==> config.mk <==
export PLATFORM = sky130hd
export DESIGN_NAME = morse_seq_driver
export DESIGN_NICKNAME = d
export VERILOG_FILES = /design/src/rtl/morse_seq_driver.sv
export SDC_FILE = /design/constraint.sdc
export NUM_CORES = 1
export LEC_CHECK = 0
export ABC_CLOCK_PERIOD_IN_PS = 7100
export BUFFER_PORTS_ARGS = -buffer_cell sky130_fd_sc_hd__buf_2
export CORE_MARGIN = 4
export CORE_UTILIZATION = 59
export DETAILED_ROUTE_END_ITERATION = 7
export PLACE_DENSITY = 0.81
export RECOVER_POWER = 25
export SLEW_MARGIN = 20
export SYNTH_ARGS = -nofsm -noshare
export SYNTH_HDL_FRONTEND = slang
export SYNTH_SLANG_ARGS = --single-unit
==> constraint.sdc <==
create_clock -name clk -period 7.1 [get_ports clk]
set_input_delay 0.355 -clock clk [delete_from_list [all_inputs] [get_ports clk]]
set_output_delay 0.355 -clock clk [all_outputs]
set_load 0.01 [all_outputs]
==> src/rtl/morse_seq_driver.sv <==
// -----------------------------------------------------------------------------
// morse_seq_driver
//   Programmable Morse keying engine. Plays up to MAX_SYMS symbols (dot, dash,
//   character gap, word gap) on dataOut, timing everything in units of
//   UNIT_CYCLES clocks. Supports a start/busy/done handshake, abort and
//   continuous repeat with a word gap between passes.
//
// Ports
//   clk        in   clock, all logic on posedge
//   rst        in   synchronous active-high reset
//   start      in   begin playback (sampled only when idle)
//   abort      in   stop playback, return to idle next cycle
//   repeat_en  in   loop the pattern (sampled at the end of each pass)
//   pattern    in   2 bits per symbol: 00 dot, 01 dash, 10 char gap, 11 word gap
//   sym_count  in   number of valid symbols, clamped to MAX_SYMS
//   dataOut    out  keyed output, 1 = mark
//   busy       out  high while a pattern is playing (including repeat gaps)
//   done       out  one-cycle pulse at the end of a non-repeating pass
//   sym_idx    out  index of the symbol currently playing
// -----------------------------------------------------------------------------
module morse_seq_driver #(
  parameter int UNIT_CYCLES = 2,
  parameter int MAX_SYMS    = 16,
  parameter int DOT_UNITS   = 1,
  parameter int DASH_UNITS  = 3,
  parameter int GAP_SYM     = 1,
  parameter int GAP_CHAR    = 3,
  parameter int GAP_WORD    = 7,
  localparam int IDX_W      = (MAX_SYMS > 1) ? $clog2(MAX_SYMS) : 1,
  localparam int SC_W       = $clog2(MAX_SYMS + 1)
) (
  input  logic                  clk,
  input  logic                  rst,
  input  logic                  start,
  input  logic                  abort,
  input  logic                  repeat_en,
  input  logic [2*MAX_SYMS-1:0] pattern,
  input  logic [SC_W-1:0]       sym_count,
  output logic                  dataOut,
  output logic                  busy,
  output logic                  done,
  output logic [IDX_W-1:0]      sym_idx
);

  // Phase lengths in cycles. A zero-length phase still occupies one cycle.
  localparam int DOT_RAW  = DOT_UNITS * UNIT_CYCLES;
  localparam int DASH_RAW = DASH_UNITS * UNIT_CYCLES;
  localparam int SPC_RAW  = GAP_SYM * UNIT_CYCLES;
  localparam int CGAP_RAW = (GAP_CHAR - GAP_SYM) * UNIT_CYCLES;
  localparam int WGAP_RAW = (GAP_WORD - GAP_SYM) * UNIT_CYCLES;
  localparam int DOT_N    = (DOT_RAW  > 0) ? DOT_RAW  : 1;
  localparam int DASH_N   = (DASH_RAW > 0) ? DASH_RAW : 1;
  localparam int SPC_N    = (SPC_RAW  > 0) ? SPC_RAW  : 1;
  localparam int CGAP_N   = (CGAP_RAW > 0) ? CGAP_RAW : 1;
  localparam int WGAP_N   = (WGAP_RAW > 0) ? WGAP_RAW : 1;
  localparam int MAX_A    = (DOT_N  > DASH_N) ? DOT_N  : DASH_N;
  localparam int MAX_B    = (CGAP_N > WGAP_N) ? CGAP_N : WGAP_N;
  localparam int MAX_C    = (MAX_A  > MAX_B)  ? MAX_A  : MAX_B;
  localparam int MAX_N    = (MAX_C  > SPC_N)  ? MAX_C  : SPC_N;
  localparam int CNT_W    = (MAX_N > 1) ? $clog2(MAX_N) : 1;

  // The counter is loaded with length-1 and the phase ends when it reads 0.
  localparam logic [CNT_W-1:0] DOT_LD  = CNT_W'(DOT_N - 1);
  localparam logic [CNT_W-1:0] DASH_LD = CNT_W'(DASH_N - 1);
  localparam logic [CNT_W-1:0] SPC_LD  = CNT_W'(SPC_N - 1);
  localparam logic [CNT_W-1:0] CGAP_LD = CNT_W'(CGAP_N - 1);
  localparam logic [CNT_W-1:0] WGAP_LD = CNT_W'(WGAP_N - 1);

  typedef enum logic [2:0] {
    S_IDLE  = 3'd0,
    S_MARK  = 3'd1,
    S_SPACE = 3'd2,
    S_GAP   = 3'd3,
    S_RGAP  = 3'd4
  } state_t;

  state_t                state_q, state_d;
  logic [CNT_W-1:0]      cnt_q, cnt_d;
  logic [IDX_W-1:0]      idx_q, idx_d;
  logic [2*MAX_SYMS-1:0] pat_q, pat_d;
  logic [SC_W-1:0]       num_q, num_d;
  logic                  data_q, data_d;
  logic                  busy_q, busy_d;
  logic                  done_q, done_d;

  logic                  adv_s;
  logic                  last_sym_s;
  logic                  cnt_zero_s;
  logic [CNT_W-1:0]      cnt_dec_s;
  logic [IDX_W-1:0]      idx_nxt_s;
  logic [1:0]            nxt_sym_s;
  logic [SC_W-1:0]       sc_clamp_s;

  // State a symbol starts in: marks for dot/dash, silent gap otherwise.
  function automatic state_t sym_state(input logic [1:0] s);
    case (s)
      2'b00, 2'b01: sym_state = S_MARK;
      default:      sym_state = S_GAP;
    endcase
  endfunction

  // Counter load value for the first phase of a symbol.
  function automatic logic [CNT_W-1:0] sym_load(input logic [1:0] s);
    case (s)
      2'b00:   sym_load = DOT_LD;
      2'b01:   sym_load = DASH_LD;
      2'b10:   sym_load = CGAP_LD;
      default: sym_load = WGAP_LD;
    endcase
  endfunction

  assign cnt_zero_s = (cnt_q == {CNT_W{1'b0}});
  assign cnt_dec_s  = cnt_q - CNT_W'(1);
  assign idx_nxt_s  = idx_q + IDX_W'(1);
  assign nxt_sym_s  = pat_q[{idx_nxt_s, 1'b0} +: 2];
  assign last_sym_s = ((SC_W'(idx_q) + SC_W'(1)) >= num_q);
  assign sc_clamp_s = (sym_count > SC_W'(MAX_SYMS)) ? SC_W'(MAX_SYMS) : sym_count;

  // Next-state, counter and output decode.
  always_comb begin
    state_d = state_q;
    cnt_d   = cnt_q;
    idx_d   = idx_q;
    pat_d   = pat_q;
    num_d   = num_q;
    done_d  = 1'b0;
    adv_s   = 1'b0;

    case (state_q)
      S_IDLE: begin
        if (start && (sym_count != {SC_W{1'b0}})) begin
          pat_d   = pattern;
          num_d   = sc_clamp_s;
          idx_d   = {IDX_W{1'b0}};
          state_d = sym_state(pattern[1:0]);
          cnt_d   = sym_load(pattern[1:0]);
        end else begin
          state_d = S_IDLE;
        end
      end
      S_MARK: begin
        if (cnt_zero_s) begin
          state_d = S_SPACE;
          cnt_d   = SPC_LD;
        end else begin
          cnt_d = cnt_dec_s;
        end
      end
      S_SPACE, S_GAP: begin
        if (cnt_zero_s) begin
          adv_s = 1'b1;
        end else begin
          cnt_d = cnt_dec_s;
        end
      end
      S_RGAP: begin
        if (cnt_zero_s) begin
          idx_d   = {IDX_W{1'b0}};
          state_d = sym_state(pat_q[1:0]);
          cnt_d   = sym_load(pat_q[1:0]);
        end else begin
          cnt_d = cnt_dec_s;
        end
      end
      default: begin
        state_d = S_IDLE;
        cnt_d   = {CNT_W{1'b0}};
        idx_d   = {IDX_W{1'b0}};
      end
    endcase

    // End of a symbol: next symbol back-to-back, repeat gap, or finish.
    if (adv_s) begin
      if (!last_sym_s) begin
        idx_d   = idx_nxt_s;
        state_d = sym_state(nxt_sym_s);
        cnt_d   = sym_load(nxt_sym_s);
      end else if (repeat_en) begin
        state_d = S_RGAP;
        cnt_d   = WGAP_LD;
      end else begin
        state_d = S_IDLE;
        cnt_d   = {CNT_W{1'b0}};
        idx_d   = {IDX_W{1'b0}};
        done_d  = 1'b1;
      end
    end else begin
      done_d = 1'b0;
    end

    // Abort wins over completion and suppresses the done pulse.
    if (abort && (state_q != S_IDLE)) begin
      state_d = S_IDLE;
      cnt_d   = {CNT_W{1'b0}};
      idx_d   = {IDX_W{1'b0}};
      done_d  = 1'b0;
    end else begin
      num_d = num_d;
    end

    data_d = (state_d == S_MARK);
    busy_d = (state_d != S_IDLE);
  end

  // State and registered outputs.
  always_ff @(posedge clk) begin
    if (rst) begin
      state_q <= S_IDLE;
      cnt_q   <= {CNT_W{1'b0}};
      idx_q   <= {IDX_W{1'b0}};
      pat_q   <= {(2*MAX_SYMS){1'b0}};
      num_q   <= {SC_W{1'b0}};
      data_q  <= 1'b0;
      busy_q  <= 1'b0;
      done_q  <= 1'b0;
    end else begin
      state_q <= state_d;
      cnt_q   <= cnt_d;
      idx_q   <= idx_d;
      pat_q   <= pat_d;
      num_q   <= num_d;
      data_q  <= data_d;
      busy_q  <= busy_d;
      done_q  <= done_d;
    end
  end

  assign dataOut = data_q;
  assign busy    = busy_q;
  assign done    = done_q;
  assign sym_idx = idx_q;

endmodule

# After elaboration in Yosys (flattened, before gate mapping)
# Cells that the tools add are included.
# Widths: inputs -> output; s select.
# classes
n_addsub	3
order_cmp	2
n_eq_ne	13
shift	1
n_mux	32
n_bitwise	2
n_reduce_logical	19
# op_table
op	count
$mux 4	12
$pmux 4 s3	4
$shiftx 32x6->2	1
$mux 3	7
$pmux 4 s4	1
$pmux 3 s4	1
$reduce_or 2->1	5
$eq 2x1->1 const B	3
$eq 2x2->1 const B	3
$eq 3x1->1 const B	2
$eq 3x2->1 const B	2
$logic_not 2->1	3
$mux 2	3
$ne 3x3->1 const B	2
$reduce_bool 3->1	2
$add 4x1->5 const B	1
$ge 5x5->1	1
$gt 5x5->1 const B	1
$mux 5	1
$reduce_bool 5->1	1
$add 4x1->4 const B	1
$logic_not 4->1	1
$reduce_and 2->1	2
$reduce_or 4->1	1
7 further kinds	11
# word_totals
reg_bits	51
out_inout_bits	7

# Logic depth before layout (Yosys ltp)
# depth
depth_word	9
ltp_mapped	12
mapped_depth_nobuf	10

# Worst setup path before layout
# Ideal clock, no wire load.
# synth_timing
path_type	reg-to-reg
from	reg idx_q[0] (netlist: sym_idx[0])
to	reg cnt_q[2]
t_arrival_ns	2.441
t_required_ns	7.030
slack_ns	4.590
path_stages_with_launch	13
path_buffers	2
cell_sequence	dfxtp_1 > buf_2 > nand3_1 > xor2_1 > inv_1 > ha_1 > a21oi_1 > o21ai_0 > a211oi_1 > buf_2 > nor2b_1 > nand2_1 > a21oi_1
# synth_via
elab_chain_cells	6
elab_cells_between_ends	10
cone_classes	2 x add/sub; 1 x order compare; 2 x eq/ne; 1 x shift; 3 x mux; 1 x reduce/logical
# synth_rtl
element	line_no	text
from (decl)	79	logic [IDX_W-1:0] idx_q, idx_d;
from (signal assigned)	210	idx_q <= {IDX_W{1'b0}};
from (signal assigned)	219	idx_q <= idx_d;
$add 4x1->4	114	assign idx_nxt_s = idx_q + IDX_W'(1);
$shiftx 32x6->2	115	assign nxt_sym_s = pat_q[{idx_nxt_s, 1'b0} +: 2];
$eq 2x2->1 (tied with other cells)	104	case (s)
$pmux 4 s3	104	
$mux 4 *	174	if (!last_sym_s) begin
$mux 4 *	173	if (adv_s) begin
to (signal assigned)	209	cnt_q <= {CNT_W{1'b0}};
to (signal assigned)	218	cnt_q <= cnt_d;
to (decl)	78	logic [CNT_W-1:0] cnt_q, cnt_d;
# Mark *: on every way between the ends. The rest lies on a longest branch, timed or not.
# A chain may end at the register's enable or synchronous reset.

# Worst setup path in the final report
# layout_timing
from	reg idx_q[0] (netlist: sym_idx[0])
to	reg idx_q[3] (netlist: sym_idx[3])
# layout_via
elab_chain_cells	4
elab_cells_between_ends	5
cone_classes	2 x add/sub; 1 x order compare; 2 x mux
# layout_rtl
element	line_no	text
$add 4x1->5	116	assign last_sym_s = ((SC_W'(idx_q) + SC_W'(1)) >= num_q);
$ge 5x5->1	116	
$mux 4 *	174	
$mux 4 *	173	
# Marked as above.

==> run summary <==
Status: finished with violations
Failing checks: capacitance limit, slew limit
Antenna Cells: 0
FF-to-FF setup slack: 3860 ps
Worst R2R Path Depth: 10
Synth async-reset ratio: 0
Top FF cell, synth: dfxtp_1
First-pass GRT wire length: 9470 um
Crit path from: sym_idx[0]
Number of global-route vias before repair: 2050
Max_cap viols: 1
Slowest-stage cell, CP: dfxtp_1
Leading cell type in the layout, fill and taps excluded: nand2_1
Placed cell count: 388
Total die area: 5410 um^2
Post-CTS setup buffer count: 0
Critical path cell sequence: nand3_1, xor2_1, inv_1, ha_1, a21oi_1, o21ai_0, a211oi_2, and4bb_1, a32oi_1, nor2_1
Hold_ws: 276 ps
Drt drc: 0
CP bufs+invs: 1
Num Clock Sinks: 51
Crit path depth: 10
Most frequent cells in the layout: nand2_1 (82), dfxtp_1 (51), a21oi_1 (48), buf_2 (41), nor2_1 (14)
Largest net degree at the start of global routing: 40
Congestion Overflow GR: 0
CP peak stage delay: 680 ps
Clock root buffer: clkbuf_8
Area Overhead vs Synth: 12.5%
Number of fill cells in the layout: 347
Clock Tree Buf Depth: 2
CP max FO: 13
Worst-skew pair later-pin latency: 300 ps
WL/cell: 13.7 um
Synth Instances: 306
Placer Congestion: 0.845
I/O pins: 49
Initial antenna violation count: 0
Power Density: 297 nW/um^2
Crit-path leading delay family: compound AO/OA/AOI/OAI gates
Via/cell ratio: 5.59
# hold bufs at CTS: 0
R2R Path Start: sym_idx[0]
Setup_tns: 0 ps
CP endpoint: sym_idx[3]
Final min period: 3240 ps
Post-Route WL: 5430 um
1st-iter DRT viols: 201
CTS tree: done
# port buffers: 48
Post-Syn Nets: 355
Routed Antenna Nets: 0
Site Rows: 23
RSZ-0062 raised after global routing: false
Post-synth cell types: 43
H-tree Lvls: 2
Initial Util: 0.621
Sequential share of the synthesized area: 0.403
Core area: 4090 um^2
Tcrit/Tclk final: 0.456
Total power: 0.847 mW
Post-synth EDFFs: 0
Final setup vio count: 0
Die width: 73.6 um
Setup crit end kind: flip-flop
Clk slew on worst S/H paths: 90 ps
Vias: 2214
Worst-Margin Slew: 1960 ps
CTS buffer count: 5
Min-delay worst type: in -> reg
Pleak: 1.12 nW
Worst Path Arrival: 3440 ps
Detailed Routing Iterations Pass 1: 4
Fmax: 309 MHz
Die height: 73.6 um
Util after Layout: 0.698
Rel. slew slack: -0.310
Layout cells sized above 1: 0.208
Final HPWL DP: 3910 um
Worst VDD drop: 149 uV
Final Max Slew Viols: 38
Synth Cell Area: 2540 um^2
R2R Path End: sym_idx[3]
Yosys reg bits: 51
CP Class: reg -> reg
Yosys warning count: 0
Final net count: 394
Avg Cell Area, Syn: 8.29 um^2
Post-Layout Cell Count: 396
Resized Gates After CTS: 0
GRT Total Usage: 0.223
Clock Skew: 3.97 ps
Final hold vios: 0
Req. time, crit path: 7300 ps
Crit start category: flip-flop
## worst reg2reg max path, stage by stage (launching register included)
cell and delay, ps:
dfxtp_1 680, nand3_1 160, xor2_1 340, inv_1 130, ha_1 320, a21oi_1 140, o21ai_0 150, a211oi_2 620
and4bb_1 330, a32oi_1 200, nor2_1 50
## per-stage QoR
| step | cell area (um^2) | setup WS, ps |
|---|---|---|
| final | 2850 | 3860 |
| after global routing | 2850 | 3520 |
| after CTS | 2860 | 3560 |
| after detailed placement | 2770 | 3560 |
| after global placement | 2770 | 3670 |
| after floorplan | 2540 | 4590 |
## final cells by class
cell class              instances  area (um^2)  area share
flip-flops and latches         51         1020       0.358
clock buffers                   5         68.8      0.0241
multi-input cells             227         1400       0.490
inverters                      10         37.5      0.0132
well taps                      50         62.6      0.0219
repair buffers                 50          246      0.0864
clock inverters                 3         18.8     0.00658
## synth_stat cells (all sizes together) (5+ instances only)
cell | instances | area share
o21ai | 8 | 0.017
dfxtp | 51 | 0.40
nor2 | 15 | 0.023
nand2 | 82 | 0.12
clkbuf | 9 | 0.013
a21oi | 48 | 0.095
buf | 9 | 0.020
inv | 10 | 0.015
ha | 7 | 0.035
mux2i | 8 | 0.033
mux4 | 8 | 0.071
nand3b | 5 | 0.015
nand3 | 5 | 0.0099
## where the power goes
part | switching (mW) | total, mW | internal (mW)
registers | 0.0368 | 0.373 | 0.336
logic | 0.183 | 0.306 | 0.123
clock network | 0.0977 | 0.167 | 0.0696
## state kept, by name (all words and copies together) (netlist names)
name and cells:
cnt_q 4, dataOut 1, state_q 3, busy 1, num_q 5, sym_idx 4
pat_q 32, done 1
## worst min-delay path by stage
stage,slack (ps),startpoint,to,cells after the start
6_report,280,pattern[5],pat_q[5],3
5_1_grt,280,repeat_en,done,2
4_1_cts,270,pattern[9],pat_q[9],3
3_5_place_dp,450,pat_q[31],pat_q[31],2
3_3_place_gp,440,num_q[2],num_q[2],2
2_1_floorplan,430,num_q[1],num_q[1],2
## cell families after synthesis
family | after synthesis | share of synthesized area
and+or+nand+nor | 127 | 0.223
AOI/OAI and AO/OA | 74 | 0.174
DFF | 51 | 0.403
buffers and inverters | 28 | 0.0479
muxes | 16 | 0.104
adders and majority gates | 8 | 0.0385
xor gates and xnor gates | 2 | 0.00987
## metal layers
metal  vias up  global-route usage  wire [um]  part of all wire
li1       1142                   -          -                 -
met1      1007               0.305       2450              0.45
met2        58               0.354       2580              0.48
met3         7              0.0424        336             0.062
met4         0              0.0704         66             0.012
met5         -                   0          0                 0
(Power assumes the default switching activity.)
